==> src/rtl/axi_log_drainer_pkg.sv <==
// axi_log_drainer_pkg: shared entry layout, capacity helper and FSM states for the log drainer
package axi_log_drainer_pkg;
  localparam int unsigned ENTRY_WORDS = 3;
  localparam int unsigned WORD_BITW = 32;
  localparam int unsigned TS_WORD = 0;
  localparam int unsigned ADDR_WORD = 1;
  localparam int unsigned IDLEN_WORD = 2;
  localparam int unsigned ID_LSB = 0;
  typedef enum logic [2:0] {S_IDLE, S_RD0, S_RD1, S_RD2, S_WAIT, S_OUT, S_DONE} state_t;
  function automatic int unsigned log_cap(input int unsigned n);
    return 1024 * n;
  endfunction
endpackage

==> src/rtl/bram_port.sv <==
// bram_port: single-port BRAM connection, 32-bit data and byte address
interface bram_port;
  logic        Clk_C;
  logic        Rst_R;
  logic        En_S;
  logic [31:0] Addr_S;
  logic [31:0] Rd_D;
  logic [31:0] Wr_D;
  logic [3:0]  WrEn_S;
  modport master(output Clk_C, Rst_R, En_S, Addr_S, Wr_D, WrEn_S, input Rd_D);
  modport slave(input Clk_C, Rst_R, En_S, Addr_S, Wr_D, WrEn_S, output Rd_D);
endinterface

==> src/rtl/axi_log_drainer_unpack.sv <==
// axi_log_entry_unpack: combinational split of a three-word log entry into its fields
module axi_log_entry_unpack
  import axi_log_drainer_pkg::*;
#(
  parameter int TIMESTAMP_BITW = 32,
  parameter int AXI_ADDR_BITW  = 32,
  parameter int AXI_ID_BITW    = 8,
  parameter int AXI_LEN_BITW   = 8
) (
  input  logic [ENTRY_WORDS-1:0][WORD_BITW-1:0] words_di,
  output logic [TIMESTAMP_BITW-1:0]             timestamp_do,
  output logic [AXI_ADDR_BITW-1:0]              addr_do,
  output logic [AXI_ID_BITW-1:0]                id_do,
  output logic [AXI_LEN_BITW-1:0]               len_do,
  output logic                                  zero_so
);
  assign timestamp_do = words_di[TS_WORD][TIMESTAMP_BITW-1:0];
  assign addr_do      = words_di[ADDR_WORD][AXI_ADDR_BITW-1:0];
  assign id_do        = words_di[IDLEN_WORD][ID_LSB +: AXI_ID_BITW];
  assign len_do       = words_di[IDLEN_WORD][ID_LSB+AXI_ID_BITW +: AXI_LEN_BITW];
  assign zero_so      = ~|words_di;
endmodule

==> src/rtl/axi_log_drainer.sv <==
// axi_log_drainer: reads three-word log entries from BRAM and streams them out over a valid/ready handshake
module axi_log_drainer
  import axi_log_drainer_pkg::*;
#(
  parameter int NUM_SER_BRAMS  = 12,
  parameter int TIMESTAMP_BITW = 32,
  parameter int AXI_ADDR_BITW  = 32,
  parameter int AXI_ID_BITW    = 8,
  parameter int AXI_LEN_BITW   = 8,
  localparam int CAP   = log_cap(NUM_SER_BRAMS),
  localparam int CNT_W = $clog2(CAP) + 1
) (
  input  logic                      Clk_CI,
  input  logic                      Rst_RBI,
  input  logic                      Start_SI,
  input  logic                      Abort_SI,
  input  logic [CNT_W-1:0]          EntryLimit_DI,
  input  logic                      ClearOnDone_SI,
  output logic                      Busy_SO,
  output logic                      Done_SO,
  output logic                      ClearLog_SO,
  output logic [CNT_W-1:0]          EntryCnt_DO,
  output logic                      Valid_SO,
  input  logic                      Ready_SI,
  output logic [TIMESTAMP_BITW-1:0] Timestamp_DO,
  output logic [AXI_ADDR_BITW-1:0]  Addr_DO,
  output logic [AXI_ID_BITW-1:0]    Id_DO,
  output logic [AXI_LEN_BITW-1:0]   Len_DO,
  bram_port.master                  Bram_PM
);
  state_t state_q, state_d;
  logic [CNT_W-1:0] idx_q, idx_d, lim_q, lim_d;
  logic [WORD_BITW-1:0] w0_q, w0_d, w1_q, w1_d, w2_q, w2_d, w2_cur;
  logic [1:0] k;
  logic hs, last, zero;
  assign Bram_PM.Clk_C  = Clk_CI;
  assign Bram_PM.Rst_R  = ~Rst_RBI;
  assign Bram_PM.Wr_D   = '0;
  assign Bram_PM.WrEn_S = '0;
  assign EntryCnt_DO    = idx_q;
  assign w2_cur         = state_q == S_WAIT ? Bram_PM.Rd_D : w2_q;
  axi_log_entry_unpack #(
    .TIMESTAMP_BITW(TIMESTAMP_BITW),
    .AXI_ADDR_BITW (AXI_ADDR_BITW),
    .AXI_ID_BITW   (AXI_ID_BITW),
    .AXI_LEN_BITW  (AXI_LEN_BITW)
  ) u_unpack (
    .words_di    ({w2_cur, w1_q, w0_q}),
    .timestamp_do(Timestamp_DO),
    .addr_do     (Addr_DO),
    .id_do       (Id_DO),
    .len_do      (Len_DO),
    .zero_so     (zero)
  );
  // status, handshake and BRAM read-port outputs decoded from the current state
  always_comb begin
    Busy_SO        = state_q != S_IDLE;
    Valid_SO       = state_q == S_OUT && !Abort_SI;
    Done_SO        = state_q == S_DONE && !Abort_SI;
    ClearLog_SO    = Done_SO && ClearOnDone_SI;
    hs             = Valid_SO && Ready_SI;
    last           = idx_q + CNT_W'(1) == lim_q || idx_q + CNT_W'(1) == CNT_W'(CAP);
    k              = state_q == S_RD2 ? 2'd2 : {1'b0, state_q == S_RD1};
    Bram_PM.En_S   = state_q == S_RD0 || state_q == S_RD1 || state_q == S_RD2;
    Bram_PM.Addr_S = (32'(idx_q) * ENTRY_WORDS + 32'(k)) << 2;
  end
  // next state, entry index and word capture; abort overrides everything
  always_comb begin
    state_d = state_q;
    idx_d   = idx_q;
    lim_d   = lim_q;
    w0_d    = w0_q;
    w1_d    = w1_q;
    w2_d    = w2_q;
    case (state_q)
      S_IDLE: if (Start_SI) begin
        state_d = S_RD0;
        idx_d   = '0;
        lim_d   = EntryLimit_DI == '0 ? CNT_W'(CAP) : EntryLimit_DI;
      end
      S_RD0: state_d = S_RD1;
      S_RD1: begin
        state_d = S_RD2;
        w0_d    = Bram_PM.Rd_D;
      end
      S_RD2: begin
        state_d = S_WAIT;
        w1_d    = Bram_PM.Rd_D;
      end
      S_WAIT: begin
        state_d = zero ? S_DONE : S_OUT;
        w2_d    = Bram_PM.Rd_D;
      end
      S_OUT: if (hs) begin
        state_d = last ? S_DONE : S_RD0;
        idx_d   = idx_q + CNT_W'(1);
      end
      default: state_d = S_IDLE;
    endcase
    if (Abort_SI) begin
      state_d = S_IDLE;
      idx_d   = idx_q;
      lim_d   = lim_q;
    end
  end
  // state and datapath registers
  always_ff @(posedge Clk_CI or negedge Rst_RBI) begin
    if (!Rst_RBI) begin
      state_q <= S_IDLE;
      idx_q   <= '0;
      lim_q   <= '0;
      w0_q    <= '0;
      w1_q    <= '0;
      w2_q    <= '0;
    end else begin
      state_q <= state_d;
      idx_q   <= idx_d;
      lim_q   <= lim_d;
      w0_q    <= w0_d;
      w1_q    <= w1_d;
      w2_q    <= w2_d;
    end
  end
endmodule

==> src/flat_wrapper.sv <==
// flat-port wrapper written by rule: the top's interface ports become plain ports
module axi_log_drainer_flat import axi_log_drainer_pkg::*;
#(
  parameter int NUM_SER_BRAMS  = 12,
  parameter int TIMESTAMP_BITW = 32,
  parameter int AXI_ADDR_BITW  = 32,
  parameter int AXI_ID_BITW    = 8,
  parameter int AXI_LEN_BITW   = 8,
  localparam int CAP   = log_cap(NUM_SER_BRAMS),
  localparam int CNT_W = $clog2(CAP) + 1
)
  (Clk_CI, Rst_RBI, Start_SI, Abort_SI, EntryLimit_DI, ClearOnDone_SI, Busy_SO, Done_SO, ClearLog_SO, EntryCnt_DO, Valid_SO, Ready_SI, Timestamp_DO, Addr_DO, Id_DO, Len_DO, Bram_PM_Clk_C, Bram_PM_Rst_R, Bram_PM_En_S, Bram_PM_Addr_S, Bram_PM_Wr_D, Bram_PM_WrEn_S, Bram_PM_Rd_D);
  bram_port Bram_PM_i ();
  input  logic Clk_CI;
  input  logic Rst_RBI;
  input  logic Start_SI;
  input  logic Abort_SI;
  input  logic [CNT_W-1:0] EntryLimit_DI;
  input  logic ClearOnDone_SI;
  output logic Busy_SO;
  output logic Done_SO;
  output logic ClearLog_SO;
  output logic [CNT_W-1:0] EntryCnt_DO;
  output logic Valid_SO;
  input  logic Ready_SI;
  output logic [TIMESTAMP_BITW-1:0] Timestamp_DO;
  output logic [AXI_ADDR_BITW-1:0] Addr_DO;
  output logic [AXI_ID_BITW-1:0] Id_DO;
  output logic [AXI_LEN_BITW-1:0] Len_DO;
  output wire logic [$bits(Bram_PM_i.Clk_C)-1:0] Bram_PM_Clk_C;
  output wire logic [$bits(Bram_PM_i.Rst_R)-1:0] Bram_PM_Rst_R;
  output wire logic [$bits(Bram_PM_i.En_S)-1:0] Bram_PM_En_S;
  output wire logic [$bits(Bram_PM_i.Addr_S)-1:0] Bram_PM_Addr_S;
  output wire logic [$bits(Bram_PM_i.Wr_D)-1:0] Bram_PM_Wr_D;
  output wire logic [$bits(Bram_PM_i.WrEn_S)-1:0] Bram_PM_WrEn_S;
  input wire logic [$bits(Bram_PM_i.Rd_D)-1:0] Bram_PM_Rd_D;
  assign Bram_PM_Clk_C = Bram_PM_i.Clk_C;
  assign Bram_PM_Rst_R = Bram_PM_i.Rst_R;
  assign Bram_PM_En_S = Bram_PM_i.En_S;
  assign Bram_PM_Addr_S = Bram_PM_i.Addr_S;
  assign Bram_PM_Wr_D = Bram_PM_i.Wr_D;
  assign Bram_PM_WrEn_S = Bram_PM_i.WrEn_S;
  assign Bram_PM_i.Rd_D = Bram_PM_Rd_D;
  axi_log_drainer #(.NUM_SER_BRAMS(NUM_SER_BRAMS), .TIMESTAMP_BITW(TIMESTAMP_BITW), .AXI_ADDR_BITW(AXI_ADDR_BITW), .AXI_ID_BITW(AXI_ID_BITW), .AXI_LEN_BITW(AXI_LEN_BITW)) u_core (.Clk_CI(Clk_CI), .Rst_RBI(Rst_RBI), .Start_SI(Start_SI), .Abort_SI(Abort_SI), .EntryLimit_DI(EntryLimit_DI), .ClearOnDone_SI(ClearOnDone_SI), .Busy_SO(Busy_SO), .Done_SO(Done_SO), .ClearLog_SO(ClearLog_SO), .EntryCnt_DO(EntryCnt_DO), .Valid_SO(Valid_SO), .Ready_SI(Ready_SI), .Timestamp_DO(Timestamp_DO), .Addr_DO(Addr_DO), .Id_DO(Id_DO), .Len_DO(Len_DO), .Bram_PM(Bram_PM_i));
endmodule
==> config.mk <==
export PLATFORM = sky130hd
export DESIGN_NAME = axi_log_drainer_flat
export DESIGN_NICKNAME = d
export VERILOG_FILES = /design/src/rtl/axi_log_drainer_pkg.sv /design/src/rtl/bram_port.sv /design/src/rtl/axi_log_drainer_unpack.sv /design/src/rtl/axi_log_drainer.sv /design/src/flat_wrapper.sv
export SDC_FILE = /design/constraint.sdc
export NUM_CORES = 1
export LEC_CHECK = 0
export ABC_AREA = 1
export CORE_AREA = 2 2 133 135
export DETAILED_ROUTE_END_ITERATION = 6
export DIE_AREA = 0 0 135 137
export PLACE_DENSITY_LB_ADDON = 0.2
export SYNTH_ARGS = -nofsm -noshare
export SYNTH_HDL_FRONTEND = slang
export SYNTH_SLANG_ARGS = --single-unit
==> constraint.sdc <==
create_clock -name Clk_CI -period 3.6 [get_ports Clk_CI]
set_input_delay 0.72 -clock Clk_CI [delete_from_list [all_inputs] [get_ports Clk_CI]]
set_output_delay 0.72 -clock Clk_CI [all_outputs]
set_load 0.01 [all_outputs]
==> impl_results.md, run 1 <==
- Least-Margin Pin Slew: 965 ps
- Synth async-reset ratio: 100%
- Largest net degree at the start of global routing: 66
- DRC errors left: 0
- Post-synth EDFFs: 0
- Worst min path class: primary input to asynchronous set/reset pin
- Met3 WL post-DR: 1180 um
- Placeable Area: 17,100 um^2
- # diodes: 0
- Num rows: 48
- Post-DR wirelength/cell: 13.9 um
- DR pass1 iterations: 5
- Most frequent cells in the layout: nand2_1 (253), inv_1 (158), clkdlybuf4s50_1 (155)
- Final nets: 1,283
- Fmax: 0.263 GHz
- Detailed placement HPWL: 14,700 um
- CTS clk-pin slew, worst paths: 60 ps
- Final ANT Viol Nets: 0
- Sequential cell area fraction in the yosys report: 39.2%
- Clock latency on the worst-skew pair: 530 ps
- Clock Skew: 9.43 ps
- Failing checks: negative setup slack
- Gr ovfl total: 0
- DR iter-0 viols: 361
- Final setup margin: -201 ps
- Worst setup SP type: flop
- PwrDens: 690 nW/um^2
- Predominant post-synthesis flop cell: dfrtp_1
- Distinct cells, synth: 41
- CP Class: flop to output port
- Element type at the critical path end: output port
- First-pass GRT wire length: 32,000 um
- Hold slack: 353 ps
- Status: complete, but fails checks
- Layout cells sized above 1: 12.2%
- Count of final max-slew check failures: 0
- Leakage power: 0.00541 uW
- Initial antenna violation count: 0
- Post-synthesis cell area: 8230 um^2
- Peak supply drop: 0.000520 V
- Final wirelength: 19,900 um
- Relative slew slack: 35.7%
- Synth Area per Inst: 7.60 um^2
- Required time worst endpoint: 2880 ps
- FF+latch count, synth: 129
- Area grow syn2layout: 25.6%
- DR vias: 6,801
- Post-CTS Hold Fix Bufs: 0
- Final hold violations: 0
- Die Y: 137 um
- Arrival @ worst endpoint: 3080 ps
- Synth Instances: 1,082
- Final RePlAce weighted congestion: 0.887
- Ys Warns: 0
- IO Port Bufs: 171
- Wl on met1: 9010 um
- Vias per inst: 4.74
- Top-level I/O count: 223
- Max-cap viol count: 0
- Tmin final: 3800 ps
- Tot GR Track Use: 22.1%
- Final period util: 106%
- Unrepaired setup endpoints after global routing: yes
- Design area: 10,300 um^2
- Total chip power: 7130 uW
- WL met2: 9490 um
- TritonCTS clock tree: built
- Die width: 135 um
- Most common cell after layout, fill and taps aside: nand2_1
- Vias in the first global route: 6,415
- Final setup vio count: 5
- DIE AREA: 18,500 um^2
- Worst-path fanout max: 3
- Top Metal Used: met4
- Initial core utilization: 48.2%
- Dpl cell area: 9450 um^2
cells by family (layout without fill, tap and decap cells):
group | Yosys count | in the layout | synth area share, %
AO/OA/AOI/OAI | 152 | 152 | 10.7
XOR/XNOR | 14 | 14 | 1.49
adder cells (fa/ha/maj) | 33 | 33 | 5.20
buffers and inverters | 328 | 406 | 21.9
flip-flops | 129 | 129 | 39.2
other | 1 | 51 | 0.0456
AND/OR/NAND/NOR | 425 | 425 | 21.5
report_power, final:
part | switching, uW | leakage [uW] | internal, uW
clock | 681 | 0.000370 | 1500
combinational | 1240 | 0.00344 | 1290
sequential | 385 | 0.00160 | 2040
flip-flops by register name, indices dropped and copies added (netlist names):
register and cells:
u_core.w2_q 32, u_core.w1_q 32, u_core.w0_q 32, u_core.state_q 3
u_core.lim_q 15, u_core.EntryCnt_DO 15
routing by layer:
metal	global-route usage, %	up-vias
met1	30.0	3169
met2	35.7	204
met4	6.31	0
met5	0	-
met3	5.04	14
li1	-	3414
cells in the mapped netlist, types with 2 or more instances:
cell      number  area (um^2)
nand2_1      258          968
inv_1        162          608
buf_4        134         1010
dfrtp_1      129         3230
o21ai_0       93          465
nor2_1        78          293
nand3_1       52          260
ha_1          31          388
o21ai_2       20          175
clkbuf_1      17         63.8
nand2_2       12         75.1
a21oi_1       10         50.1
xor2_1        10         87.6
o21ai_1        9         45.0
nand4_1        8         50.1
o22ai_1        8         50.1
inv_2          5         18.8
nor3_1         5         25.0
buf_2          4         20.0
buf_8          4         60.1
xnor2_1        4         35.0
a31oi_1        3         18.8
a21boi_1       2         15.0
buf_6          2         22.5
fa_1           2         40.0
nor2_4         2         22.5
o21a_1         2         15.0
o21bai_1       2         15.0
or2_2          2         12.5
metrics by stage:
| step | setup TNS, ps | std cells | worst slack, ps | util, % |
|---|---|---|---|---|
| floorplan | 0 | 1132 | 132 | - |
| global placement | -699 | 1395 | -225 | 55.4 |
| detailed placement | -976 | 1395 | -301 | 55.4 |
| CTS | -825 | 1432 | -236 | 60.0 |
| global route | -1890 | 1435 | -348 | 60.6 |
| finish | -745 | 1435 | -201 | 60.6 |
final cells by class:
type	count	area, um^2
clock buffer	23	538
clock inverter	13	231
fill	1557	6730
inverter	167	627
multi-input combinational	675	3510
sequential	129	3230
tap	225	282
timing repair buffer	203	1910
timing repair:
action,in CTS,in global routing
endpoints found under the setup margin,20,11
pin swaps,12,11
gates cloned,0,0
gates resized for setup,60,19
buffers inserted,2,4
critical path, cell delays in order (launching register included):
cell and delay, ps:
dfrtp_1 380, inv_2 80, nor3_4 50, fa_2 540, ha_4 140, inv_2 30, fa_2 330, o21bai_1 150
nand2_1 90, nand2_2 110, a21boi_4 70, buf_6 110, o2111ai_2 160, xor2_1 150, buf_2 140
path summary, 6_finish.rpt:
path / startpoint / end / slack [ps] / cells after the start
max: u_core.state_q[0] / Bram_PM_Addr_S[17] / -200 / 14
min: Rst_RBI / u_core.w1_q[25] / 350 / 2
max reg2reg: u_core.state_q[2] / u_core.EntryCnt_DO[14] / 950 / 12
min reg2reg: u_core.w1_q[25] / u_core.w1_q[25] / 510 / 2
max in group asynchronous: Rst_RBI / u_core.w2_q[18] / 2660 / 2
min in group Clk_CI: u_core.w1_q[25] / u_core.w1_q[25] / 510 / 2
(Power assumes the default switching activity.)
==> inputs of run 2 (changes only) <==
Settings changed: MAX_ROUTING_LAYER set to met4.
==> impl_results.md, run 2 (same netlist as run 1, synthesis figures left out) <==
- Status: complete, but fails checks
- Failing checks: negative setup slack
- Final period util: 106% (about the same)
- Count of final max-slew check failures: 0 (unchanged)
- Register area: 3230 um^2 (unchanged)
- Fillcell total: 1,557 (unchanged)
- Layout cells sized above 1: 12.2% (unchanged)
- Final nets: 1,283 (unchanged)
- Num rows: 48 (unchanged)
- DR vias: 6,819 (+0.26%)
- Area occupied by multi-input gates: 3510 um^2 (unchanged)
- Reg-to-reg slack, setup: 940 ps (about the same)
- CTS clk-pin slew, worst paths: 60 ps (about the same)
- Final ANT Viol Nets: 0 (unchanged)
- CP delay by family, top: adder cells
- Peak supply drop: 0.000523 V (+0.62%)
- IO Port Bufs: 171 (unchanged)
- Element type at the critical path end: output port
- PwrDens: 690 nW/um^2 (about the same)
- Post-DR wirelength/cell: 13.9 um (+0.24%)
- Largest net degree at the start of global routing: 66 (unchanged)
- DR iter-0 viols: 401 (+11%)
- DR pass1 iterations: 5 (unchanged)
- Most frequent cells in the layout: nand2_1 (253), inv_1 (158), clkdlybuf4s50_1 (155)
- Worst-path fanout max: 3 (unchanged)
- First-pass GRT wire length: 32,000 um (about the same)
- Initial antenna violation count: 0 (unchanged)
- Slowest stage cell, crit path: fa_2
- Final setup vio count: 5 (unchanged)
- DIE AREA: 18,500 um^2 (unchanged)
- Dpl cell area: 9450 um^2 (unchanged)
- Final wirelength: 19,900 um (+0.24%)
- Post-CTS Hold Fix Bufs: 0 (unchanged)
- # diodes: 0 (unchanged)
- Placeable Area: 17,100 um^2 (unchanged)
- Gr ovfl total: 0 (unchanged)
- Die Y: 137 um (unchanged)
- Worst min path class: primary input to asynchronous set/reset pin
- Place WS: -301 ps (unchanged)
- Design area: 10,300 um^2 (unchanged)
- Leakage power: 0.00541 uW (unchanged)
- Clock latency on the worst-skew pair: 530 ps (about the same)
- Clock Skew: 9.72 ps (+0.290 ps)
- Worst R2R Start: u_core.state_q[2]
- Required time worst endpoint: 2880 ps (about the same)
- Worst r2r path cells: 12 (unchanged)
- Die width: 135 um (unchanged)
- Worst r2r dst: u_core.EntryCnt_DO[14]
- Tot GR Track Use: 22.8% (+0.66 points)
- Critical-path cell list: inv_2 -> nor3_4 -> fa_2 -> ha_4 -> inv_2 -> fa_2 -> o21bai_1 -> nand2_1 -> nand2_2 -> a21boi_4 -> buf_6 -> o2111ai_2 -> xor2_1 -> buf_2
- DRC errors left: 0 (unchanged)
- Final RePlAce weighted congestion: 0.901 (+1.7%)
- Worst setup SP type: flop
- Vias in the first global route: 6,420 (+0.078%)
- Most common cell after layout, fill and taps aside: nand2_1
- Final setup margin: -201 ps (+0.517 ps)
- TritonCTS clock tree: built
- Final hold violations: 0 (unchanged)
- Area grow syn2layout: 25.6% (unchanged)
- Placed cells: 1,395 (unchanged)
- Relative slew slack: 36.1% (+0.38 points)
- Top-level I/O count: 223 (unchanged)
- WP buf/inv: 4 (unchanged)
- Detailed placement HPWL: 14,700 um (unchanged)
- Max-cap viol count: 0 (unchanged)
- Unrepaired setup endpoints after global routing: yes
- Fmax: 0.263 GHz (about the same)
- Arrival @ worst endpoint: 3080 ps (about the same)
- Hold slack: 353 ps (+0.216 ps)
- Vias per inst: 4.75 (+0.26%)
- CP Class: flop to output port
- Tmin final: 3800 ps (-0.517 ps)
- Initial core utilization: 48.2% (unchanged)
- Least-Margin Pin Slew: 958 ps (-7.02 ps)
- Layout Cells excl Fill: 1,435 (unchanged)
- Top Registers: u_core.w0_q: 32 flops, u_core.w1_q: 32 flops, u_core.w2_q: 32 flops
- Slowest cell delay on critical path: 540 ps (about the same)
run 2: cell counts in the layout (fill, tap and decap cells not counted):
Identical to the previous run, type by type.
run 2: worst reg2reg max path, stage by stage, from the launching register on:
cell and delay [ps]:
dfrtp_1 400, buf_4 150, buf_4 210, inv_1 140, nor3_2 280, inv_2 90
nor2_4 260, nand2_1 90, buf_4 200, nand2_1 60, and3_1 320, buf_4 250
o22ai_1 100
run 2: per-stage QoR:
stage / TNS (ps) / utilization [%] / total power [uW]
global placement: -699 / 55.4 / 4930
CTS: -825 / 60.0 / 7190
finish: -742 / 60.6 / 7130
floorplan: 0 / - / 4290
detailed placement: -976 / 55.4 / 4990
global route: -1880 / 60.6 / 7600
run 2: layout make-up:
cell class / count / share of cell area, %
Clock buffer: 23 / 5.21
Clock inverter: 13 / 2.24
Inverter: 167 / 6.07
Multi-Input combinational cell: 675 / 34.0
Sequential cell: 129 / 31.3
Tap cell: 225 / 2.73
Timing Repair Buffer: 203 / 18.5
run 2: worst max path at each step:
stage / end / slack (ps) / from / cells past startpoint
after CTS: Bram_PM_Addr_S[17] / -240 / u_core.state_q[1] / 14
after global routing: Bram_PM_Addr_S[17] / -350 / u_core.state_q[0] / 14
after global placement: Bram_PM_Addr_S[13] / -220 / u_core.state_q[2] / 13
final: Bram_PM_Addr_S[17] / -200 / u_core.state_q[0] / 14
after detailed placement: Bram_PM_Addr_S[13] / -300 / u_core.state_q[2] / 13
after floorplan: Bram_PM_Addr_S[13] / 130 / u_core.state_q[2] / 13
run 2: power by group:
group / total (uW) / internal, uW / switching [uW]
Combinational: 2530 / 1290 / 1240
Clock: 2180 / 1500 / 679
Sequential: 2420 / 2040 / 386
Total: 7130 / 4820 / 2310
run 2: layer usage:
metal	GRT usage, %	vias up	part of all wire (%)
met4	6.31	0	1.1
met1	30.3	3196	46
met2	35.7	194	48
li1	-	3414	-
met3	4.52	15	5.2
met5	-	-	0
run 2: what timing repair did:
action,CTS,global route
setup buffers,2,4
gates resized for setup,60,19
setup endpoints to repair,20,11
pin swaps,12,11
==> inputs of run 3 (changes only) <==
Settings changed: CAP_MARGIN set to 20, CORE_AREA 2 2 133 135 to 2 2 128 130, CTS_BUF_LIST set to sky130_fd_sc_hd__clkbuf_8, DIE_AREA 0 0 135 137 to 0 0 130 132, SYNTH_HIERARCHICAL set to 1.
==> impl_results.md, run 3 <==
- Top Registers: u_core/w0_q: 32 flops, u_core/w1_q: 32 flops, u_core/w2_q: 32 flops
- Initial antenna violation count: 0 (unchanged)
- Tot GR Track Use: 23.3% (+0.53 points)
- Die Y: 132 um (-3.6%)
- Leakage power: 0.00481 uW (-11%)
- Most common cell after layout, fill and taps aside: nand2_1
- Required time worst endpoint: 2880 ps (about the same)
- Top-level I/O count: 223 (unchanged)
- Detailed placement HPWL: 14,200 um (-3.1%)
- Synth Instances: 1,001 (-7.5%)
- Relative slew slack: 45.1% (+9.0 points)
- Synth async-reset ratio: 100% (unchanged)
- Area grow syn2layout: 23.0%
- Placeable Area: 15,700 um^2 (-7.9%)
- First-pass GRT wire length: 30,200 um (-5.4%)
- Final period util: 106% (+0.32 points)
- Final wirelength: 19,200 um (-3.5%)
- Post-CTS Hold Fix Bufs: 0 (unchanged)
- Post-synth EDFFs: 0 (unchanged)
- TritonCTS clock tree: built
- DR vias: 6,500 (-4.7%)
- Arrival @ worst endpoint: 3090 ps (about the same)
- GRT met3 Usage: 5.48% (+0.96 points)
- DIE AREA: 17,200 um^2 (-7.2%)
- Distinct cells, synth: 42 (+2.4%)
- Grt met2 use: 36.3% (+0.60 points)
- DR iter-0 viols: 452 (+13%)
- GRT Max-Usage Layer: met2
- Status: complete, but fails checks
- Layout Cells excl Fill: 1,342 (-6.5%)
- Num rows: 46 (-4.2%)
- Final core utilization: 61.1% (+0.58 points)
- CTS clk-pin slew, worst paths: 90 ps (+30 ps)
- Vias in the first global route: 6,185 (-3.7%)
- Place WS: -117 ps (+184 ps)
- Post-synthesis cell area: 7810 um^2 (-5.1%)
- Worst-path fanout max: 3 (unchanged)
- Least-Margin Pin Slew: 819 ps (-139 ps)
- Synth Area per Inst: 7.80 um^2 (+2.6%)
- Clock Skew: 11.7 ps (+2.01 ps)
- Top-count cell post-synth: nand2_1
- Vias per inst: 4.84 (+1.9%)
- IO Port Bufs: 171 (unchanged)
- Most frequent cells after synthesis: nand2_1 (250), buf_4 (135), dfrtp_1 (129)
- Worst min path class: primary input to asynchronous set/reset pin
- Gr ovfl total: 0 (unchanged)
- DR pass1 iterations: 5 (unchanged)
- Clock latency on the worst-skew pair: 560 ps (+30 ps)
- Layout cells sized above 1: 9.59% (-2.6 points)
- CP Class: flop to output port
- Fmax: 0.262 GHz (-0.30%)
- Final hold violations: 0 (unchanged)
- # diodes: 0 (unchanged)
- Ys Warns: 6 (+6)
- FF+latch count, synth: 129 (unchanged)
- Max-cap viol count: 0 (unchanged)
- Final setup vio count: 9 (+4)
- Final nets: 1,199 (-6.5%)
- Tmin final: 3810 ps (+11.4 ps)
- Element type at the critical path end: output port
- Dominant cells by area after synthesis: dfrtp_1 (41%), buf_4 (13%), nand2_1 (12%)
- DRC errors left: 0 (unchanged)
- Final RePlAce weighted congestion: 0.904 (+0.28%)
- Count of final max-slew check failures: 0 (unchanged)
- Design area: 9610 um^2 (-7.0%)
- Most frequent cells in the layout: nand2_1 (249), clkdlybuf4s50_1 (155), dfrtp_1 (127)
- Sequential cell area fraction in the yosys report: 41.3% (+2.1 points)
- Initial core utilization: 49.7% (+1.5 points)
- M1 GR Usage: 29.2% (-1.1 points)
- Final ANT Viol Nets: 0 (unchanged)
- Worst setup SP type: flop
- Area share of the largest cell type after synthesis: 41.3% (+2.1 points)
- Predominant post-synthesis flop cell: dfrtp_1
- Unrepaired setup endpoints after global routing: yes
- Largest net degree at the start of global routing: 66 (unchanged)
- Placed cells: 1,300 (-6.8%)
- Hold slack: 118 ps (-235 ps)
- Area leader, netlist: dfrtp_1
- Failing checks: negative setup slack
- Dpl cell area: 9040 um^2 (-4.4%)
- Final setup margin: -212 ps (-11.5 ps)
- Peak supply drop: 0.000556 V (+6.3%)
- Post-DR wirelength/cell: 14.3 um (+3.2%)
- Die width: 130 um (-3.7%)
- PwrDens: 628 nW/um^2 (-9.0%)
-- run 3: kinds of logic after synthesis --
family          count (synthesis)  share of synthesized area (%)
fa+ha+maj                      33                           5.48
simple gates                  402                           21.2
flops                         129                           41.3
xor+xnor                       16                           1.89
buf+inv                       261                           19.1
compound gates                159                           11.0
other cells                     1                         0.0480
-- run 3: worst paths after layout --
check / from / end / slack [ps] / depth (start not counted)
max reg2reg: u_core/state_q[1] / u_core/state_q[0] / 980 / 22
min in group Clk_CI: u_core/w2_q[27] / u_core/w2_q[27] / 500 / 2
min reg2reg: u_core/w2_q[27] / u_core/w2_q[27] / 500 / 2
max: u_core/state_q[0] / Bram_PM_Addr_S[13] / -210 / 15
max in group asynchronous: Rst_RBI / u_core/w1_q[2] / 2460 / 2
min: Rst_RBI / u_core/w1_q[15] / 120 / 1
-- run 3: worst max-delay path, stage by stage, from the launching register on --
cell,delay [ps]
dfrtp_1,400
inv_2,70
nor3_2,50
fa_1,480
ha_2,190
inv_2,40
fa_2,340
o21ai_1,140
nand2_1,70
nand2_2,110
a21boi_4,70
o21ai_2,150
nand3_1,90
nand2_1,80
xor2_1,130
buf_2,140
-- run 3: routing by layer --
| metal | part of all wire [%] | routed length (um) |
|---|---|---|
| met1 | 44 | 8540 |
| met2 | 48 | 9190 |
| met3 | 5.3 | 1030 |
| met4 | 2.6 | 492 |
| met5 | 0 | 0 |
-- run 3: final cells by class --
type,instances,area (um^2)
clock inverters,15,171
multi-input cells,661,3380
clock buffers,21,285
repair buffers,199,1890
well taps,216,270
fillers,1466,6110
inverters,101,379
flip-flops and latches,129,3230
-- run 3: repair_timing --
action	CTS	global route
gates resized for setup	52	28
setup endpoints to repair	15	24
endpoints found under the hold margin	0	0
pin swaps	4	8
setup buffers	3	5
-- run 3: power by group --
part           internal [uW]  leakage, uW  switching, uW  total (uW)
Combinational           1170      0.00307           1060        2230
Sequential              2030      0.00152            385        2410
Clock                    722     0.000218            672        1390
-- run 3: stage by stage --
| step | power (uW) | setup TNS (ps) |
|---|---|---|
| 2_1_floorplan | 4010 | 0 |
| 3_3_place_gp | 4640 | -89.8 |
| 3_5_place_dp | 4690 | -273 |
| 4_1_cts | 6080 | -816 |
| 5_1_grt | 6430 | -2680 |
| 6_report | 6030 | -1010 |
